<file path="config.mk">
export PLATFORM = sky130hd
export DESIGN_NAME = instruction_sequencer
export DESIGN_NICKNAME = d
export VERILOG_FILES = /design/src/rtl/instruction_sequencer.sv
export SDC_FILE = /design/constraint.sdc
export NUM_CORES = 1
export LEC_CHECK = 0
export CAP_MARGIN = 10
export CELL_PAD_IN_SITES_DETAIL_PLACEMENT = 1
export CELL_PAD_IN_SITES_GLOBAL_PLACEMENT = 1
export CORE_UTILIZATION = 40
export CTS_CLUSTER_SIZE = 16
export DETAILED_ROUTE_END_ITERATION = 7
export HOLD_SLACK_MARGIN = 0.06
export MAX_ROUTING_LAYER = met4
export PLACE_DENSITY = 0.68
export SYNTH_ARGS = -nofsm -noshare
export SYNTH_HDL_FRONTEND = slang
export SYNTH_SLANG_ARGS = --single-unit
</file>
<file path="constraint.sdc">
create_clock -name clk -period 6.7 [get_ports clk]
set_input_delay 1.005 -clock clk [delete_from_list [all_inputs] [get_ports clk]]
set_output_delay 1.005 -clock clk [all_outputs]
set_load 0.02 [all_outputs]
</file>
<file path="src/rtl/instruction_sequencer.sv">
// March-program store and sequencer feeding instruction_register: one word issued per element,
// next fetch only after the address generator reports the element done.
module instruction_sequencer #(
    parameter int DEPTH = 16,
    parameter int AW    = 4,
    parameter int IW    = 36
) (
    input  logic          clk,
    input  logic          rst,
    input  logic          ld_en,
    input  logic [AW-1:0] ld_addr,
    input  logic [IW-1:0] ld_data,
    input  logic          start,
    input  logic          abort,
    input  logic          elem_done,
    output logic          updwn_out,
    output logic [15:0]   op_out,
    output logic [3:0]    pol_out,
    output logic          no_out,
    output logic [7:0]    data_out,
    output logic          w_out,
    output logic [3:0]    admd_out,
    output logic          te_out,
    output logic          hold_out,
    output logic [AW-1:0] pc_out,
    output logic          busy,
    output logic          done
);

    typedef enum logic [2:0] {S_IDLE, S_FETCH, S_ISSUE, S_WAIT, S_DONE} state_t;

    localparam logic [AW-1:0] PC_LAST = AW'(DEPTH - 1);

    state_t        state_q;
    logic [IW-1:0] mem_q [DEPTH];
    logic [AW-1:0] pc_q;
    logic [IW-1:0] fld_q;
    logic          hold_q;

    logic [IW-1:0] cur_word;
    logic          cur_op_zero;
    logic          cur_te;
    logic          at_last;
    logic          load_ok;

    assign cur_word    = mem_q[pc_q];
    assign cur_op_zero = (cur_word[34:19] == 16'h0000);
    assign cur_te      = cur_word[0];
    assign at_last     = (pc_q == PC_LAST);
    assign load_ok     = (state_q == S_IDLE) || (state_q == S_DONE);

    // Program store survives reset so a program can be rerun after a reset.
    always_ff @(posedge clk) begin
        if (ld_en && load_ok) begin
            mem_q[ld_addr] <= ld_data;
        end
    end

    always_ff @(posedge clk) begin
        if (rst) begin
            state_q <= S_IDLE;
            pc_q    <= '0;
            fld_q   <= '0;
            hold_q  <= 1'b1;
        end else begin
            case (state_q)
                S_IDLE, S_DONE: begin
                    if (start && !ld_en) begin
                        pc_q    <= '0;
                        state_q <= S_FETCH;
                    end
                end
                S_FETCH: begin
                    if (abort) begin
                        hold_q  <= 1'b1;
                        state_q <= S_IDLE;
                    end else if (cur_op_zero && !cur_te) begin
                        if (at_last) begin
                            state_q <= S_DONE;
                        end else begin
                            pc_q <= pc_q + AW'(1);
                        end
                    end else if (cur_op_zero) begin
                        state_q <= S_DONE;
                    end else begin
                        fld_q   <= cur_word;
                        hold_q  <= 1'b0;
                        state_q <= S_ISSUE;
                    end
                end
                S_ISSUE: begin
                    hold_q  <= 1'b1;
                    state_q <= abort ? S_IDLE : S_WAIT;
                end
                S_WAIT: begin
                    // abort outranks a coincident elem_done
                    if (abort) begin
                        hold_q  <= 1'b1;
                        state_q <= S_IDLE;
                    end else if (elem_done) begin
                        if (fld_q[0] || at_last) begin
                            state_q <= S_DONE;
                        end else begin
                            pc_q    <= pc_q + AW'(1);
                            state_q <= S_FETCH;
                        end
                    end
                end
                default: begin
                    hold_q  <= 1'b1;
                    state_q <= S_IDLE;
                end
            endcase
        end
    end

    assign updwn_out = fld_q[35];
    assign op_out    = fld_q[34:19];
    assign pol_out   = fld_q[18:15];
    assign no_out    = fld_q[14];
    assign data_out  = fld_q[13:6];
    assign w_out     = fld_q[5];
    assign admd_out  = fld_q[4:1];
    assign te_out    = fld_q[0];
    assign hold_out  = hold_q;
    assign pc_out    = pc_q;
    assign busy      = (state_q == S_FETCH) || (state_q == S_ISSUE) || (state_q == S_WAIT);
    assign done      = (state_q == S_DONE);

endmodule

</file>
# Word-level counts from Yosys, hierarchy flattened
# Memories as Yosys holds them, arrays and structs flattened. A register that Yosys moved wholly into a read port is not among the register bits.
# Index checks and enable logic that the tools add are counted.
# word_totals
reg_bits	44
ramBits	576
inputBits	46
out_inout_bits	43
elab_cells	71
memories	1
# op_classes
n_addsub	1
n_eq_ne	17
n_mux	27
bitwise	4
reduce_logical	17
# mem_list
name	depth	word_bits	read_ports	rd_ports_with_merged_regs	write_ports	line_no	rtl
mem_q	16	36	1	1	1	35	logic [IW-1:0] mem_q [DEPTH];
# op_table
operator	count
2-to-1 mux 4 bit	9
2-to-1 mux 3 bit	8
logical NOT 16 bit	1
inequality test 2 bit (second input constant)	8
one-hot mux 3 bit (4 select lines)	1
one-hot mux 4 bit (3 select lines)	1
inequality test 3 bit (second input constant)	3
AND reduction 4 bit	2
AND reduction 8 bit	1
equality test 3 x 2 -> 1 bit (second input constant)	2
2-to-1 mux 1 bit	6
adder 4 x 1 -> 4 bit (second input constant)	1
equality test 4 bit (second input constant)	1
logical OR 1 bit	4
inequality test 4 bit (second input constant)	1
NOT 1 bit	4
equality test 3 x 1 -> 1 bit (second input constant)	1
equality test 3 bit (second input constant)	1
logical AND 1 bit	3
logical NOT 3 bit	1
one-hot mux 1 bit (3 select lines)	1
AND reduction 3 bit	1
nonzero test 3 bit	1
logical NOT 1 bit	2
2 further kinds	2

# Logic depth before layout (Yosys ltp)
# depth
depth_word	8
mapped_depth	13
mapped_depth_nobuf	8

# Worst setup path before layout
# OpenSTA, ideal clock, no wires.
# synth_path
path_type	input -> register
startpoint	input port ld_en
endpoint	memory mem_q[0][0] (enable)
setup_ps	474
arrival_ps	4237
required_ps	6226
setup_slack_ps	1989
cell_stages	3
n_path_buf	0
path_cell_list	inv_1 -> or4b_2 -> nor3_1
# synth_between
elab_chain_len	3
# synth_lines
item	line_no	rtl
start: declaration	10	input logic ld_en,
logical AND 1 bit	54	if (ld_en && load_ok) begin
2-to-1 mux 1 bit	54	
2-to-1 mux 1 bit (not written as such)	55	mem_q[ld_addr] <= ld_data;
end: declaration	35	
# Every way passes these cells.

==> results.sh <==
export IMPL_status="complete, no violations"
export IMPL_yosys_area_top_type_share_pct=72.9
export IMPL_cap_violations=0
export IMPL_root_buffer="clkbuf_16"
export IMPL_fmax_ghz=0.222
export IMPL_cts_buffer_depth=3
export IMPL_first_pass_iters=5
export IMPL_synth_flop_cell="edfxtp_1"
export IMPL_ys_types=52
export IMPL_crit_type="reg2reg"
export IMPL_port_buffers=88
export IMPL_cts_buffers=61
export IMPL_core_area_sq_um=58100
export IMPL_slew_viol_final=0
export IMPL_async_reset_ff_share_pct=0
export IMPL_area_growth_syn_to_layout_pct=16.7
export IMPL_fin_worst_skew_ns=0.0243
export IMPL_cp_start_kind="register"
export IMPL_tightest_slew_ns=1.11
export IMPL_hpwlAfterDp_mm=29.6
export IMPL_end_kind="register"
export IMPL_grt_usage_pct=19.8
export IMPL_cp_max_fo=40
export IMPL_synth_edf_count=576
export IMPL_cts_tree="yes"
export IMPL_gp_congestion=0.746
export IMPL_synth_area_leader_cell="edfxtp_1"
export IMPL_fill_cells=5266
export IMPL_tns_ns=0
export IMPL_start_util_pct=40.8
export IMPL_synth_area_sq_um=23700
export IMPL_hold_viol_final=0
export IMPL_drc=0
export IMPL_final_cells=2025
export IMPL_layout_min_cycle_time_ns=4.51
export IMPL_die_area_sq_um=60300
export IMPL_timing_final_crit_share_pct=67.3
export IMPL_grt_pass1_vias=12200
export IMPL_cp_data_arrival_time_ns=5.05
export IMPL_drt_iter0_drc=886
export IMPL_synthesis_nets=1128
export IMPL_cts_hold_buf=0
export IMPL_ys_seq_area_share_pct=77.0
export IMPL_regArea_sq_um=18300
export IMPL_num_rows=88
export IMPL_relSlewSlack_pct=25.8
export IMPL_grt_pass1_wl_mm=83.1
export IMPL_antenna_found_initial=3
export IMPL_yosys_top_cells_area="edfxtp_1, mux4_2, dfxtp_1"
export IMPL_multi_input_area_sq_um=5290
export IMPL_setup_violations_final=0
export IMPL_ctsResizeCount=0
export IMPL_clk_pin_slew_worst_paths_ns=0.06
export IMPL_worstPathRequired_ns=7.24
export IMPL_yosys_warnings=0
export IMPL_postCtsSetupBuffers=0
export IMPL_p_leak_nw=8.40
export IMPL_viasPerCell=5.63
export IMPL_rsz0062_at_grt="no"
export IMPL_ys_ff_latch=624
export IMPL_yosysMostFrequentCell="edfxtp_1"
export IMPL_synth_common_cells="edfxtp_1, mux4_2, nor2_1, dfxtp_1, mux2i_1"
export IMPL_grt_ovfl_total=0
export IMPL_cts_sinks=624
export IMPL_fin_nets=1253
export IMPL_cts_max_level=2
export IMPL_avgSynthCellArea_sq_um=21.9
export IMPL_wirelength_mm=57.0
export IMPL_peakVddDrop_v=0.000248
export IMPL_drive_above_1_share_pct=25.0
export IMPL_clk_latency_ns=0.63
export IMPL_min_path_type="reg2reg"
export IMPL_ioPinCount=89
export IMPL_placed_cells=1908
export IMPL_ant_nets=0
export IMPL_power_density_nw_per_um2=293
export IMPL_synth_cells=1081
export IMPL_die_x_um=246
export IMPL_wl_per_cell_um=28.1
export IMPL_grt_max_degree=51
export IMPL_dieHeight_um=246
export IMPL_vias=11400
==> placed cells by master (no fill, tap or decap), types with 3 or more instances in the layout <==
master and count:
edfxtp_1 576, mux4_2 156, clkdlybuf4s50_1 87, clkbuf_16 62, nor2_1 47, mux2i_1 46, dfxtp_1 45, buf_4 26
a22oi_1 21, clkinv_2 14, nand2_1 13, clkbuf_8 13, nor2_4 12, clkbuf_1 12, inv_1 10, a221oi_1 9
clkinv_1 7, a22o_1 6, o21ai_0 6, nand2b_1 5, and2_1 4, nor3_2 4, nor2b_1 4, a311oi_1 4
o32ai_1 4, mux2_1 4, bufinv_16 4, or3_1 3, or2_2 3, a31oi_1 3
==> worst max-delay path, stage by stage, from the launching register on <==
cell and delay (ns):
dfxtp_4 0.92, buf_4 0.67, mux4_2 0.60, a22oi_1 0.23
nand2_1 0.12, nor2_1 0.24, nor4b_2 0.59, a21oi_4 0.10
buf_4 0.40, mux2_1 0.42, nor2_1 0.09
==> per-layer routing <==
layer  global-route usage [%]  routed length [um]  vias up  part of all wire (%)
li1                         -                   -     4799                     -
met1                     26.5               24700     6160                    43
met2                     31.5               27700      358                    49
met3                     3.61                3390       87                   5.9
met4                     4.66                1190        0                   2.1
met5                        -                   0        -                     0
==> layout make-up <==
| class | count | area share (%) |
|---|---|---|
| flip-flops and latches | 624 | 66.0 |
| multi-input cells | 393 | 19.1 |
| clock inverters | 28 | 0.913 |
| well taps | 765 | 3.46 |
| inverters | 11 | 0.149 |
| repair buffers | 115 | 3.94 |
| clock buffers | 87 | 6.42 |
| diodes | 2 | 0.0181 |
==> power breakdown <==
group / switching, W / internal, W
Combinational: 0.000194 / 0.000138
Sequential: 0.0000287 / 0.00431
Clock: 0.00144 / 0.00199
==> registers in the layout (all words and copies together), names as in the netlist, named ones only <==
| signal | count |
|---|---|
| pc_out | 4 |
| fld_q | 36 |
| state_q | 3 |
| hold_out | 1 |
| mem_q | 576 |
==> per-stage QoR <==
step / setup WS (ns) / util, % / hold WS (ns) / instance area (sq um) / total power, W
CTS: 2.10 / 47.6 / 0.498 / 27700 / 0.00818
detailed placement: 2.14 / 44.1 / 0.488 / 25600 / 0.00476
global placement: 2.20 / 44.1 / 0.472 / 25600 / 0.00474
global route: 1.89 / 47.6 / 0.506 / 27700 / 0.00834
finish: 2.19 / 47.6 / 0.494 / 27700 / 0.00811
floorplan: 1.99 / - / 0.522 / 23700 / 0.00459
==> path summary, 6_finish.rpt <==
check | start | endpoint | slack [ns] | cells past startpoint
worst max-delay path | register | fld_q[19]$_SDFFE_PP0P_ | 2.19 | 10
worst min-delay path | fld_q[20]$_SDFFE_PP0P_ | fld_q[20]$_SDFFE_PP0P_ | 0.49 | 2
worst max register to register | register | fld_q[19]$_SDFFE_PP0P_ | 2.19 | 10
worst min register to register | fld_q[20]$_SDFFE_PP0P_ | fld_q[20]$_SDFFE_PP0P_ | 0.49 | 2
==> kinds of logic after synthesis <==
group | after synthesis | synth area share, %
flip-flops | 624 | 77.0
multiplexers | 206 | 16.9
AND/OR/NAND/NOR | 115 | 2.41
AO/OA/AOI/OAI | 71 | 2.37
buffers and inverters | 64 | 1.26
adder cells (fa/ha/maj) | 1 | 0.0527
(Power assumes the default switching activity.)
